`src/rtl/pong_pkg.sv`:
```
// Shared screen geometry defaults, colour constants and the RGB colour type
// used by the pong renderer and its helpers.
package pong_pkg;

    // RGB colour packed as {R[23:16], G[15:8], B[7:0]}.
    typedef logic [23:0] rgb_t;

    // Coordinate width of every pixel / position input.
    localparam int unsigned COORD_W = 10;

    // Default screen and object geometry.
    localparam int unsigned DEF_SCREEN_W   = 640;
    localparam int unsigned DEF_SCREEN_H   = 480;
    localparam int unsigned DEF_BALL_SIZE  = 8;
    localparam int unsigned DEF_PADDLE_W   = 8;
    localparam int unsigned DEF_PADDLE_H   = 64;
    localparam int unsigned DEF_PADDLE_L_X = 16;
    localparam int unsigned DEF_PADDLE_R_X = 616;
    localparam int unsigned DEF_WALL_H     = 4;
    localparam int unsigned DEF_NET_X      = 319;
    localparam int unsigned DEF_NET_W      = 2;
    localparam int unsigned DEF_NET_DASH   = 16;

    // Default palette.
    localparam rgb_t COL_BALL   = 24'hFFFF00;
    localparam rgb_t COL_PADDLE = 24'hFFFFFF;
    localparam rgb_t COL_WALL   = 24'h0000FF;
    localparam rgb_t COL_NET    = 24'h808080;
    localparam rgb_t COL_BG     = 24'h000000;

endpackage

```
`src/rtl/pong_renderer_if.sv`:
```
// Pixel query bus: the current pixel, the object positions and the
// registered colour coming back from the renderer.
interface pong_renderer_if;
    import pong_pkg::*;

    logic [COORD_W-1:0] x;
    logic [COORD_W-1:0] y;
    logic [COORD_W-1:0] ball_x;
    logic [COORD_W-1:0] ball_y;
    logic [COORD_W-1:0] paddleL_y;
    logic [COORD_W-1:0] paddleR_y;
    rgb_t               out_color;

    // Game / scan logic side: drives the pixel and positions.
    modport master (
        output x, y, ball_x, ball_y, paddleL_y, paddleR_y,
        input  out_color
    );

    // Renderer side.
    modport slave (
        input  x, y, ball_x, ball_y, paddleL_y, paddleR_y,
        output out_color
    );

endinterface

```
`src/rtl/pong_rect_hit.sv`:
```
// Combinational point-in-rectangle test. Bounds are inclusive low,
// exclusive high; upper bounds are formed at 11 bits so a rectangle near the
// top of the coordinate range never wraps onto small coordinates.
module pong_rect_hit
    import pong_pkg::*;
(
    input  logic [COORD_W-1:0] px,
    input  logic [COORD_W-1:0] py,
    input  logic [COORD_W-1:0] rx,
    input  logic [COORD_W-1:0] ry,
    input  logic [COORD_W-1:0] w,
    input  logic [COORD_W-1:0] h,
    output logic               hit
);

    logic [COORD_W:0] x_end;
    logic [COORD_W:0] y_end;

    // Extend to 11 bits before adding so the carry is kept.
    always_comb begin
        x_end = {1'b0, rx} + {1'b0, w};
        y_end = {1'b0, ry} + {1'b0, h};
        hit   = (px >= rx) && ({1'b0, px} < x_end) &&
                (py >= ry) && ({1'b0, py} < y_end);
    end

endmodule

```
`src/rtl/pong_renderer.sv`:
```
// Pong scene renderer: decides the colour of pixel (x,y) from the ball,
// paddle, wall and net geometry and registers it with one cycle of latency.
module pong_renderer
    import pong_pkg::*;
#(
    parameter int unsigned SCREEN_W   = DEF_SCREEN_W,
    parameter int unsigned SCREEN_H   = DEF_SCREEN_H,
    parameter int unsigned BALL_SIZE  = DEF_BALL_SIZE,
    parameter int unsigned PADDLE_W   = DEF_PADDLE_W,
    parameter int unsigned PADDLE_H   = DEF_PADDLE_H,
    parameter int unsigned PADDLE_L_X = DEF_PADDLE_L_X,
    parameter int unsigned PADDLE_R_X = DEF_PADDLE_R_X,
    parameter int unsigned WALL_H     = DEF_WALL_H,
    parameter int unsigned NET_X      = DEF_NET_X,
    parameter int unsigned NET_W      = DEF_NET_W,
    parameter int unsigned NET_DASH   = DEF_NET_DASH,
    parameter rgb_t        C_BALL     = COL_BALL,
    parameter rgb_t        C_PADDLE   = COL_PADDLE,
    parameter rgb_t        C_WALL     = COL_WALL,
    parameter rgb_t        C_NET      = COL_NET,
    parameter rgb_t        C_BG       = COL_BG
) (
    input  logic                   clk,
    input  logic                   rst,
    pong_renderer_if.slave         bus
);

    // 11-bit constants so every comparison is width-matched and wrap-free.
    localparam logic [COORD_W:0] SCR_W_11    = (COORD_W + 1)'(SCREEN_W);
    localparam logic [COORD_W:0] SCR_H_11    = (COORD_W + 1)'(SCREEN_H);
    localparam logic [COORD_W:0] WALL_TOP_11 = (COORD_W + 1)'(WALL_H);
    localparam logic [COORD_W:0] WALL_BOT_11 = (COORD_W + 1)'(SCREEN_H - WALL_H);
    localparam logic [COORD_W:0] NET_LO_11   = (COORD_W + 1)'(NET_X);
    localparam logic [COORD_W:0] NET_HI_11   = (COORD_W + 1)'(NET_X + NET_W);
    localparam logic [COORD_W-1:0] DASH_10   = COORD_W'(NET_DASH);

    logic               ball_hit;
    logic               pad_l_hit;
    logic               pad_r_hit;
    logic               wall_hit;
    logic               net_hit;
    logic               off_screen;
    logic [COORD_W-1:0] dash_idx;
    logic [COORD_W:0]   x_11;
    logic [COORD_W:0]   y_11;
    rgb_t               pix_color;

    pong_rect_hit u_ball_hit (
        .px  (bus.x),
        .py  (bus.y),
        .rx  (bus.ball_x),
        .ry  (bus.ball_y),
        .w   (COORD_W'(BALL_SIZE)),
        .h   (COORD_W'(BALL_SIZE)),
        .hit (ball_hit)
    );

    pong_rect_hit u_pad_l_hit (
        .px  (bus.x),
        .py  (bus.y),
        .rx  (COORD_W'(PADDLE_L_X)),
        .ry  (bus.paddleL_y),
        .w   (COORD_W'(PADDLE_W)),
        .h   (COORD_W'(PADDLE_H)),
        .hit (pad_l_hit)
    );

    pong_rect_hit u_pad_r_hit (
        .px  (bus.x),
        .py  (bus.y),
        .rx  (COORD_W'(PADDLE_R_X)),
        .ry  (bus.paddleR_y),
        .w   (COORD_W'(PADDLE_W)),
        .h   (COORD_W'(PADDLE_H)),
        .hit (pad_r_hit)
    );

    // Static scene decode and priority mux: off-screen, ball, paddles, wall, net.
    always_comb begin
        x_11       = {1'b0, bus.x};
        y_11       = {1'b0, bus.y};
        dash_idx   = bus.y / DASH_10;
        off_screen = (x_11 >= SCR_W_11) || (y_11 >= SCR_H_11);
        wall_hit   = (y_11 < WALL_TOP_11) || (y_11 >= WALL_BOT_11);
        net_hit    = (x_11 >= NET_LO_11) && (x_11 < NET_HI_11) && !dash_idx[0];

        pix_color = C_BG;
        if (off_screen) begin
            pix_color = C_BG;
        end else if (ball_hit) begin
            pix_color = C_BALL;
        end else if (pad_l_hit || pad_r_hit) begin
            pix_color = C_PADDLE;
        end else if (wall_hit) begin
            pix_color = C_WALL;
        end else if (net_hit) begin
            pix_color = C_NET;
        end
    end

    // Output register; reset forces black.
    always_ff @(posedge clk) begin
        if (rst) begin
            bus.out_color <= 24'h000000;
        end else begin
            bus.out_color <= pix_color;
        end
    end

endmodule

```
`src/flat_wrapper.sv`:
```
// flat-port wrapper written by rule: the top's interface ports become plain ports
module pong_renderer_flat import pong_pkg::*;
#(
    parameter int unsigned SCREEN_W   = DEF_SCREEN_W,
    parameter int unsigned SCREEN_H   = DEF_SCREEN_H,
    parameter int unsigned BALL_SIZE  = DEF_BALL_SIZE,
    parameter int unsigned PADDLE_W   = DEF_PADDLE_W,
    parameter int unsigned PADDLE_H   = DEF_PADDLE_H,
    parameter int unsigned PADDLE_L_X = DEF_PADDLE_L_X,
    parameter int unsigned PADDLE_R_X = DEF_PADDLE_R_X,
    parameter int unsigned WALL_H     = DEF_WALL_H,
    parameter int unsigned NET_X      = DEF_NET_X,
    parameter int unsigned NET_W      = DEF_NET_W,
    parameter int unsigned NET_DASH   = DEF_NET_DASH,
    parameter rgb_t        C_BALL     = COL_BALL,
    parameter rgb_t        C_PADDLE   = COL_PADDLE,
    parameter rgb_t        C_WALL     = COL_WALL,
    parameter rgb_t        C_NET      = COL_NET,
    parameter rgb_t        C_BG       = COL_BG
)
  (clk, rst, bus_x, bus_y, bus_ball_x, bus_ball_y, bus_paddleL_y, bus_paddleR_y, bus_out_color);
  pong_renderer_if bus_i ();
  input  logic clk;
  input  logic rst;
  input wire logic [$bits(bus_i.x)-1:0] bus_x;
  input wire logic [$bits(bus_i.y)-1:0] bus_y;
  input wire logic [$bits(bus_i.ball_x)-1:0] bus_ball_x;
  input wire logic [$bits(bus_i.ball_y)-1:0] bus_ball_y;
  input wire logic [$bits(bus_i.paddleL_y)-1:0] bus_paddleL_y;
  input wire logic [$bits(bus_i.paddleR_y)-1:0] bus_paddleR_y;
  output wire logic [$bits(bus_i.out_color)-1:0] bus_out_color;
  assign bus_i.x = bus_x;
  assign bus_i.y = bus_y;
  assign bus_i.ball_x = bus_ball_x;
  assign bus_i.ball_y = bus_ball_y;
  assign bus_i.paddleL_y = bus_paddleL_y;
  assign bus_i.paddleR_y = bus_paddleR_y;
  assign bus_out_color = bus_i.out_color;
  pong_renderer #(.SCREEN_W(SCREEN_W), .SCREEN_H(SCREEN_H), .BALL_SIZE(BALL_SIZE), .PADDLE_W(PADDLE_W), .PADDLE_H(PADDLE_H), .PADDLE_L_X(PADDLE_L_X), .PADDLE_R_X(PADDLE_R_X), .WALL_H(WALL_H), .NET_X(NET_X), .NET_W(NET_W), .NET_DASH(NET_DASH), .C_BALL(C_BALL), .C_PADDLE(C_PADDLE), .C_WALL(C_WALL), .C_NET(C_NET), .C_BG(C_BG)) u_core (.clk(clk), .rst(rst), .bus(bus_i));
endmodule
```
`config.mk`:
```
export PLATFORM = sky130hd
export DESIGN_NAME = pong_renderer_flat
export DESIGN_NICKNAME = d
export VERILOG_FILES = /design/src/rtl/pong_pkg.sv /design/src/rtl/pong_renderer_if.sv /design/src/rtl/pong_rect_hit.sv /design/src/rtl/pong_renderer.sv /design/src/flat_wrapper.sv
export SDC_FILE = /design/constraint.sdc
export NUM_CORES = 1
export LEC_CHECK = 0
export ABC_AREA = 0
export CAP_MARGIN = 20
export CORE_ASPECT_RATIO = 1.2
export CORE_MARGIN = 2
export CORE_UTILIZATION = 49
export DETAILED_ROUTE_END_ITERATION = 16
export MAX_ROUTING_LAYER = met4
export PLACE_DENSITY_LB_ADDON = 0.25
export SLEW_MARGIN = 20
export SYNTH_ARGS = -nofsm -noshare
export SYNTH_HDL_FRONTEND = slang
export SYNTH_SLANG_ARGS = --single-unit
```
`constraint.sdc`:
```
create_clock -name clk -period 6.8 [get_ports clk]
set_input_delay 1.36 -clock clk [delete_from_list [all_inputs] [get_ports clk]]
set_output_delay 1.36 -clock clk [all_outputs]
set_load 0.02 [all_outputs]
```
==> metrics list, run 1 <==
- Number of enable flip-flop cells after synthesis: 0
* Headroom to the max-slew limit: 70.9%
- The biggest area contributor in the post-synthesis netlist is sky130_fd_sc_hd__ha_1.
* Mapped Nets: 415
* Adder-cell share of the synthesized area: 37.4%
- Starting DRT DRC Count: 95
- The first global-routing pass estimated between 9000 and 10000 um of wire.
- Placement Rows: 26
- Filler instances: 366
- The synthesized design contains 4 register bits.
- The register with the most flip-flops in the final layout is u_core.bus.out_color.
- Measured against the total synthesized area, the mux share comes to 0%.
- The number of different library cells used by synthesis comes to 40.
- The synthesized design devotes to its leading area cell type 37.4% of total area.
* Maximum number of pins on one net before global-route repair: 15
- The pre-antenna-repair detailed-routing pass consisted of 4 iterations.
- Horizontal die dimension: about 65 um
- Share of flip-flops with an asynchronous set or reset: 0%
* Number of port buffers: 85
- Gates resized, CTS repair: 0
* Cells after synthesis: about 290
- Transition at the pin with the smallest max-transition slack: 436 ps
* Kind of launch point of the worst setup path: primary input
* Post-Syn Area: 2210 um^2
- Leakage: 1.43 nW
- Num ports: 86
- Post-detailed-route via-to-cell ratio: 5.53
- At the worst endpoint, the required time is a little under 7000 ps.
- The number of global-route vias before repair was 2222.
- Setup repair after global routing left no endpoint under its margin.
* Nets: 485
* Crit path launch: bus_ball_x[3]
- Part of the Yosys area used for sequential elements: 3.63%
- Die area: around 5000 um^2
- Antenna violations before repair: 0
- Residual DRC: 0
* Endpoint of the most critical setup path: u_core.bus.out_color[7]$_SDFF_PP0_
- Worst-case vdd ir drop: 37.3 uV
* Core Util, Final: 70.3%
- Buffers inserted to repair hold after CTS numbered 0.
- Crit. End Element: register
- For this run, the top clock speed supported by timing is roughly 280 MHz.
- Outcome: finished, final reports clean
* Detail-routed net length per standard cell: ~13 um
* Finish-stage setup viols: 0
* Max-slew violation count: 0
- The final critical path takes up between 50% and 60% of the cycle.
- Top Registers: u_core.bus.out_color (4)
- Initial standard-cell utilization of the core: 51.4%
- Cells with a size suffix above 1 make up under 10% of the layout.
* Worst Path Max Fanout: 4
- Power per cell area: roughly 82 nW/um^2
- Hold timing on the final database bottoms out at a slack of 1850 ps.
* Synthesized area per cell: 7.69 um^2
- Detailed placement ended at an HPWL of between 4000 and 5000 um.
* Vias post-DR: approximately 2300
* Top flip-flop cell by instance count after synthesis: sky130_fd_sc_hd__dfxtp_1
* Largest register FFs: 4
- H-tree level count: 1
- Routed wire length: 5350 um
- CTS sink count: 4
- Clock tree from TritonCTS: built
- In this run the deepest clock path goes through 2 buffers.
- Clock edge transition at the registers on the reported setup and hold paths: 30 ps
- The core region is 4290 um^2.
- The synthesized netlist devotes between 20% and 30% of its cell area to compound gates.
- Maximum Capacitance Violations: 0
- Setup TNS Final: 0 ps
* Hold Fails Final Rpt: 0
- Synthesis-to-layout area growth: 36.8%
- Area contributors post-synth: sky130_fd_sc_hd__ha_1 (37%), sky130_fd_sc_hd__inv_1 (7.3%), sky130_fd_sc_hd__buf_4 (6.8%)
- Post-CTS setup buffer count: 0
- The congestion estimate from routability-driven global placement came to 0.880.
* Grt ovf: 0
- Count of antenna diodes in the layout: 0
- By area, the combinational part of the netlist is dominated by adder cells.
- Once detail routing completed, the nets flagged for antenna violations numbered 0.
- CP Class: primary input to register
- During synthesis, Yosys emitted a total of 0 warnings.
- Simple-gate area share of the yosys netlist: 16.3%
- Overall track demand over capacity in global routing: between 20% and 30%
- Path class of the lowest-slack min-delay path: primary input to register
- Min Tclk post-route: roughly 3600 ps
- Post-synthesis xor/xnor area fraction: 5.56%
- Commonest non-fill, non-tap cell in the layout: sky130_fd_sc_hd__clkdlybuf4s50_1
- Data on the critical path arrives at its endpoint at 3730 ps.
- Num CTS Buffers: 3
- CTS placed an instance of sky130_fd_sc_hd__clkbuf_8 at the clock tree root.
* Most frequent cells in the layout: sky130_fd_sc_hd__clkdlybuf4s50_1 (85), sky130_fd_sc_hd__ha_1 (66), sky130_fd_sc_hd__inv_1 (43)
- Measured along the y axis, the die boundary spans between 70 and 80 um.
[report_power, final]
group          switching, mW  internal, mW
sequential          0.000737        0.0243
combinational         0.0825        0.0908
clock                 0.0121        0.0377
[area by class of cell]
type	count	area, um^2	area share (%)
clock buffer	3	41.3	1.37
inverter	43	161	5.35
sequential	4	80.1	2.65
multi-input combinational	220	1820	60.1
timing repair buffer	85	851	28.2
tap	56	70.1	2.32
[cells by family after synthesis]
group / Yosys count
AO/OA/AOI/OAI: 72
flip-flops: 4
adder cells (fa/ha/maj): 66
buffers and inverters: 63
XOR/XNOR: 14
AND/OR/NAND/NOR: 68
[routing by layer]
metal	vias up	routed length (um)	share of wire [%]	GRT usage, %
met5	-	0	0	-
met4	0	89	1.7	5.21
met1	1001	2310	43	26.2
met3	10	243	4.5	3.04
met2	78	2700	50	40.5
li1	1183	-	-	-
[synthesized netlist by cell type, types with 5 or more instances]
cell,n
sky130_fd_sc_hd__ha_1,66
sky130_fd_sc_hd__xnor2_1,14
sky130_fd_sc_hd__o2111ai_1,6
sky130_fd_sc_hd__a31oi_1,8
sky130_fd_sc_hd__nor2b_1,7
sky130_fd_sc_hd__nand2_1,7
sky130_fd_sc_hd__buf_4,20
sky130_fd_sc_hd__nand2b_1,7
sky130_fd_sc_hd__nand3_1,18
sky130_fd_sc_hd__o21ai_0,9
sky130_fd_sc_hd__nor3_1,11
sky130_fd_sc_hd__a21oi_1,14
sky130_fd_sc_hd__a211oi_1,5
sky130_fd_sc_hd__a21o_1,6
sky130_fd_sc_hd__nor2_1,7
sky130_fd_sc_hd__inv_1,43
[worst min path at each step]
stage	from	to	slack, ps	depth (start not counted)
detailed placement	rst	u_core.bus.out_color[22]$_SDFF_PP0_	2080	3
global placement	rst	u_core.bus.out_color[7]$_SDFF_PP0_	2070	3
floorplan	rst	u_core.bus.out_color[7]$_SDFF_PP0_	1540	2
global route	rst	u_core.bus.out_color[22]$_SDFF_PP0_	1860	3
CTS	rst	u_core.bus.out_color[22]$_SDFF_PP0_	1860	3
finish	rst	u_core.bus.out_color[15]$_SDFF_PP0_	1850	3
[worst max-delay path: stages]
cell and delay, ps:
sky130_fd_sc_hd__clkdlybuf4s50_1 540, sky130_fd_sc_hd__inv_1 80, sky130_fd_sc_hd__nor3_1 290, sky130_fd_sc_hd__nand3_1 130
sky130_fd_sc_hd__xnor2_1 140, sky130_fd_sc_hd__ha_1 290, sky130_fd_sc_hd__a211oi_1 250, sky130_fd_sc_hd__o2bb2ai_1 100
sky130_fd_sc_hd__a31oi_1 140, sky130_fd_sc_hd__nand4_1 230, sky130_fd_sc_hd__o311a_1 200
[metrics by stage]
stage / cells / total power [mW] / instance area [um^2] / setup WS [ps]
after floorplan: 287 / 0.125 / 2210 / 3750
after global placement: 408 / 0.193 / 2980 / 3040
after detailed placement: 408 / 0.198 / 2980 / 2940
after CTS: 411 / 0.249 / 3020 / 3160
after global routing: 411 / 0.274 / 3020 / 2900
final: 411 / 0.248 / 3020 / 3170
Note: power is estimated with default switching activity, not from simulation.
==> inputs of run 2 (changes only) <==
--- a/config.mk
+++ b/config.mk
@@ -9,7 +9,7 @@
 export CAP_MARGIN = 20
 export CORE_ASPECT_RATIO = 1.2
 export CORE_MARGIN = 2
-export CORE_UTILIZATION = 49
+export CORE_UTILIZATION = 45
 export DETAILED_ROUTE_END_ITERATION = 16
 export MAX_ROUTING_LAYER = met4
 export PLACE_DENSITY_LB_ADDON = 0.25
==> constraint.sdc (replaced) <==
create_clock -name clk -period 3.45 [get_ports clk]
set_input_delay 0.69 -clock clk [delete_from_list [all_inputs] [get_ports clk]]
set_output_delay 0.69 -clock clk [all_outputs]
set_load 0.02 [all_outputs]
==> run 2 against run 1 <==
Non-clock buffer count increased by 2. Hold slack got worse by 670 ps. Combinational power increased by 98%. Largest cell class unchanged. Critical path depth unchanged.
==> metrics list, run 2 (same netlist as run 1, synthesis figures left out) <==
* Crit path arrival time: 3010 ps
- Largest register FFs: 4
- Routability-driven placement finished with a final weighted congestion of 0.882.
- The initial utilization of the core area, before any placement, comes to 47.3%.
- The kind of cell with the highest combined delay along the critical path is compound AO/OA/AOI/OAI gates.
- The die is 80.7 um tall.
* Finish-stage setup viols: 0
* Cell breakdown of the critical path: clkdlybuf4s50_1, inv_1, nor3_1, nand3_1, xnor2_1, ha_1, a211oi_1, o2bb2ai_1, a31oi_1, nand4_1, o311a_1
* Commonest non-fill, non-tap cell in the layout: sky130_fd_sc_hd__clkdlybuf4s50_1
- Entering global routing, the biggest net connects 15 pins.
- Top Registers: u_core.bus.out_color (4)
- Most frequent cells in the layout: sky130_fd_sc_hd__clkdlybuf4s50_1 (85), sky130_fd_sc_hd__ha_1 (66), sky130_fd_sc_hd__inv_1 (43)
- Count of antenna diodes in the layout: 0
- Clock tree synthesis selected as its root buffer the cell sky130_fd_sc_hd__clkbuf_8.
- Residual DRC: 0
* Post-placement worst setup slack: 296 ps
- Before antenna repair, the detailed router went through 4 iterations.
- Min Tclk post-route: 2910 ps
- Final Cell Area: around 3000 um^2
- Kind of launch point of the worst setup path: primary input
- In the final timing run, aggregate negative setup slack is 0 ps.
- The first global-routing pass estimated 9120 um of wire.
- Compared with the post-synthesis result, the final layout area differs by 37.6%.
* Clock tree from TritonCTS: built
- The initial antenna violation count is 0.
* Leakage: 1.44 nW
- At the worst endpoint, the required time is 3550 ps.
- The routed design has 5280 um of wire.
- The number of max-slew violations in the final report is 0.
- In this run the horizontal extent of the chip is 67.9 um.
* Overall track demand over capacity in global routing: 21.0%
- In this run the core area contains 27 standard-cell rows.
- Dividing the final minimum period by the clock period gives roughly 84%.
- Transition at the pin with the smallest max-transition slack: 421 ps
- The detailed router finished its first iteration with 62 violations.
- Clock tree synthesis inserted a total of 3 buffers.
* Post-CTS setup buffer count: 0
- Die area: around 5500 um^2
- In this run the count of I/O pins placed on the die edge is 86.
* Instance count on the critical path: 11
- Core Util, Final: 65.1%
* Post-detailed-route via-to-cell ratio: 5.45
- Detail-routed net length per standard cell: 12.7 um
* Gates resized, CTS repair: 0
- The multi-input combinational cells in the finished layout cover a total of 1820 um^2.
* Worst-case vdd ir drop: roughly 85 uV
* Number of global-route vias before repair: roughly 2200
- The clock passes through at most 2 buffers.
- In this run the worst setup path begins at bus_ball_x[3].
- On the worst path, the slowest cell contributes a delay of 540 ps.
- Most flop-heavy register: u_core.bus.out_color
- Vias post-DR: 2260
* Highest attainable clock frequency: 344 MHz
- In this run the number of H-tree levels came out at 1.
* Outcome: finished, final reports clean
* Grt ovf: 0
- Filler instances: 436
- CTS sink count: 4
* Clock edge transition at the registers on the reported setup and hold paths: 30 ps
- Headroom to the max-slew limit: 71.9%
- Post-place instance area: around 3000 um^2
- Sum of buffers and inverters on the critical path: 2
- Slowest-stage cell, CP: sky130_fd_sc_hd__clkdlybuf4s50_1
- Across the run, the number of max-cap violations was 0.
- After clock tree synthesis, the flow added hold-fix buffers numbering 0.
- In this run the power density over the cells is 161 nW/um^2.
- Remaining number of nets flagged by the antenna check after routing: 0
- Setup repair after global routing missed its margin: false
- STA classifies the critical path endpoint as a register.
- Path class of the lowest-slack min-delay path: primary input to register
* Worst Path Max Fanout: 4
- Registers take 80.1 um^2.
* Area of the core: 4660 um^2
* Endpoint of the most critical setup path: u_core.bus.out_color[7]$_SDFF_PP0_
- Ratio of cells with drive above 1 in the final layout: a little under 2%
* Hold Fails Final Rpt: 0
- The net count of the finished layout is between 400 and 500.
- Number of port buffers: 85
* Worst Setup Slack, final: 540 ps
- CP Class: primary input to register
- After legalization and detailed placement, the total HPWL measured 4760 um.
-- run 2: where the power goes --
| group | switching (mW) | leakage, nW | internal, mW | total (mW) |
|---|---|---|---|---|
| Sequential | 0.00143 | 0.0324 | 0.0479 | 0.0494 |
| Clock | 0.0235 | 0.0216 | 0.0743 | 0.0978 |
| Combinational | 0.162 | 1.39 | 0.180 | 0.342 |
| Total | 0.186 | 1.44 | 0.302 | 0.489 |
-- run 2: cell type report --
class | count | share of cell area, %
clock buffer | 3 | 1.36
inverter | 43 | 5.32
multi-input combinational | 220 | 59.8
sequential | 4 | 2.64
tap | 58 | 2.39
timing repair buffer | 87 | 28.5
-- run 2: through the flow --
stage / hold slack [ps] / power, mW / cells
2_1_floorplan: 868 / 0.247 / 287
3_3_place_gp: 1410 / 0.384 / 412
3_5_place_dp: 1400 / 0.391 / 412
4_1_cts: 1170 / 0.493 / 415
5_1_grt: 1210 / 0.545 / 415
6_report: 1190 / 0.489 / 415
-- run 2: worst min path at each step --
stage	depth (start not counted)	startpoint	slack [ps]	endpoint
2_1_floorplan	2	rst	870	u_core.bus.out_color[7]$_SDFF_PP0_
3_3_place_gp	3	rst	1410	u_core.bus.out_color[7]$_SDFF_PP0_
3_5_place_dp	3	rst	1400	u_core.bus.out_color[22]$_SDFF_PP0_
4_1_cts	3	rst	1170	u_core.bus.out_color[22]$_SDFF_PP0_
5_1_grt	3	rst	1210	u_core.bus.out_color[22]$_SDFF_PP0_
6_report	3	rst	1190	u_core.bus.out_color[22]$_SDFF_PP0_
-- run 2: layer usage --
| layer | vias to the layer above | part of all wire (%) | track usage [%] |
|---|---|---|---|
| li1 | 1193 | - | - |
| met1 | 996 | 46 | 26.1 |
| met2 | 67 | 48 | 37.5 |
| met3 | 4 | 5.4 | 2.10 |
| met4 | 0 | 0.45 | 2.00 |
| met5 | - | 0 | - |
==> RTL change: new RTL, config.mk and constraints of run 2 <==
`COORD_W`: 10 -> 20.
--- a/src/rtl/pong_pkg.sv
+++ b/src/rtl/pong_pkg.sv
@@ -6,7 +6,7 @@
     typedef logic [23:0] rgb_t;
 
     // Coordinate width of every pixel / position input.
-    localparam int unsigned COORD_W = 10;
+    localparam int unsigned COORD_W = 20;
 
     // Default screen and object geometry.
     localparam int unsigned DEF_SCREEN_W   = 640;
Ports: changed (6 resized); port bits go from 86 to 146. No check against the original RTL was run, so the function may have changed too.
==> RTL change against run 2 <==
Combinational power up 130%. Routed wire length rose to 3.0 times the old value. Power up 110%. Synthesized cell count up 120%. Setup slack worse by 0.50 ns. Sequential power down 5.7%. Sequential cell count unchanged. Final area up 140%. Non-clock buffer count up 147. Synthesized area up 120%. Critical path depth up 4. Via count up 140%. Critical path type unchanged.
==> RTL change: results (changes against run 2) <==
GRT
  – GR Util All Layers: 0.268 (+0.0581)
  – Initial antenna violation count: 0 (unchanged)
  – Largest net degree at the start of global routing: 15 (unchanged)
  – Vias in the first global route: 5708 (+160%)
  – First-pass GRT wire length: 25700 um (+180%)

Power and ir drop
  – Peak supply drop: 0.123 mV (+46%)
  – Switching Share: 0.405 (+0.0237)
  – P_leak: 3.52 nW (+140%)

Detailed routing
  – Top layer in use: met4
  – DRT Wirelength: 15800 um (+200%)
  – Met3 WL: 553 um (+93%)
  – Met1 wire length: 6570 um (+170%)
  – DRT Pass-1 Iters: 4 (unchanged)
  – DRC marker count from the first detailed-route iteration: 208 (+240%)
  – DR vias: 5506 (+140%)
  – Met2 wire length: 8300 um (+230%)

Final layout
  – Top Registers: u_core.bus.out_color (4)
  – # diodes: 0 (unchanged)
  – Share of cells above drive strength 1: 0.166 (+0.146)
  – # nets final: 1127 (+130%)
  – Filler Cells Inserted: 884 (+100%)

Timing
  – Slew @ Worst Pin: 0.709 ns (+0.288 ns)

Worst hold path
  – Worst hold-check path type: primary input to flip-flop

Critical path
  – Crit path capture: u_core.bus.out_color[6]$_SDFF_PP0_
  – CP top delay family: compound AO/OA/AOI/OAI gates
  – Crit-path max FO: 4 (unchanged)
  – Beginning of the critical path: bus_paddleR_y[9]
  – Worst stage delay on the critical path: 0.47 ns (-0.07 ns)
  – Slowest CP cell: clkdlybuf4s50_1

Yosys
  – Post-synthesis mux area share: 0 (unchanged)
  – Post-Synth XOR/XNOR Area: 0.0982 (+0.0426)
  – Syn Nets: 908 (+120%)
  – Post-synth top cells: 146 x ha_1, 85 x inv_1, 54 x xnor2_1, 48 x a21oi_1
  – Post-synth ARST share: 0 (unchanged)
  – Yosys warnings: 0 (unchanged)
  – Library cells used by synthesis: 50 (+25%)
  – Ys flop type: dfxtp_1
  – Synth top area cells: ha_1 38%, xnor2_1 9.8%, inv_1 6.6%
  – Compound-Gate Fraction of Synth Area: 0.193 (-0.0369)
  – Sequential-to-total area share from yosys stat: 0.0166 (-0.0197)
  – Adder-Cell Fraction of Synth Area: 0.379 (+0.00507)

Place
  – PortBufs: 145 (+71%)
  – Placer Congestion: 0.986 (+12%)
  – Dpl hpwl: 13600 um (+190%)

Clocking
  – Clock Path Buffers: 2 (unchanged)
  – Inserted Clock Buffers: 3 (unchanged)
  – H-tree depth: 1 (unchanged)
  – Worst-path clk slew: 0.03 ns (about the same)
  – Root Driver: clkbuf_16

Status
  – Outcome: finished clean
RTL change: changes by cell type after synthesis, moves of 6 or more:
| cell | delta |
|---|---|
| ha_1 | +80 |
| a211oi_1 | +7 |
| xnor2_1 | +40 |
| and3_1 | +6 |
| a21o_1 | +21 |
| nand3_1 | +16 |
| nand2_1 | +24 |
| nor2_1 | +20 |
| a21oi_1 | +34 |
| nand4_1 | +31 |
| nor4_1 | +6 |
| inv_1 | +42 |
RTL change: worst min path at each step:
stage | slack [ns] | startpoint | cells past startpoint | to
final | 1.28 | rst | 4 | u_core.bus.out_color[22]$_SDFF_PP0_
after global routing | 1.30 | rst | 4 | u_core.bus.out_color[7]$_SDFF_PP0_
after CTS | 1.26 | rst | 4 | u_core.bus.out_color[22]$_SDFF_PP0_
after detailed placement | 1.47 | rst | 4 | u_core.bus.out_color[15]$_SDFF_PP0_
after global placement | 1.47 | rst | 4 | u_core.bus.out_color[15]$_SDFF_PP0_
after floorplan | 0.89 | bus_x[7] | 3 | u_core.bus.out_color[15]$_SDFF_PP0_
RTL change: through the flow:
stage | setup WS (ns) | cell area (um^2) | std cells
after global placement | -0.278 | 6900 | 977
after CTS | 0.00264 | 7040 | 982
after detailed placement | -0.359 | 6900 | 977
after global routing | -0.0688 | 7310 | 986
after floorplan | 0.491 | 4820 | 640
final | 0.0419 | 7310 | 986
RTL change: power by group through the flow:
stage	Sequential, mW	Combinational [mW]	Clock, mW
finish	0.0466	0.784	0.181
global route	0.0466	0.872	0.184
CTS	0.0466	0.748	0.182
detailed placement	0.0472	0.737	0
global placement	0.0472	0.712	0
floorplan	0.0472	0.372	0
RTL change: cells by family (layout without fill, tap and decap cells):
| kind of cell | count (synthesis) | in the layout |
|---|---|---|
| and+or+nand+nor | 191 | 191 |
| adders and majority gates | 146 | 146 |
| DFF | 4 | 4 |
| buffers and inverters | 106 | 323 |
| xor gates and xnor gates | 54 | 54 |
| AOI/OAI and AO/OA | 139 | 139 |
RTL change: timing repair:
| item | in CTS | in global routing |
|---|---|---|
| hold endpoints to repair | 0 | 0 |
| pin swaps | 3 | 33 |
| endpoints found under the setup margin | 4 | 4 |
| setup buffers | 2 | 4 |
| gates resized for setup | 9 | 58 |
| hold buffers | 0 | 0 |
RTL change: routing by layer:
metal	vias up	track usage
met3	40	0.0167
li1	2792	-
met1	2522	0.308
met2	152	0.503
met5	-	-
met4	0	0.0642
RTL change: cell type report:
| type | count | area share |
|---|---|---|
| clock buffer | 3 | 0.0103 |
| inverter | 86 | 0.0442 |
| multi-input combinational | 530 | 0.619 |
| sequential | 4 | 0.0110 |
| tap | 129 | 0.0221 |
| timing repair buffer | 234 | 0.293 |
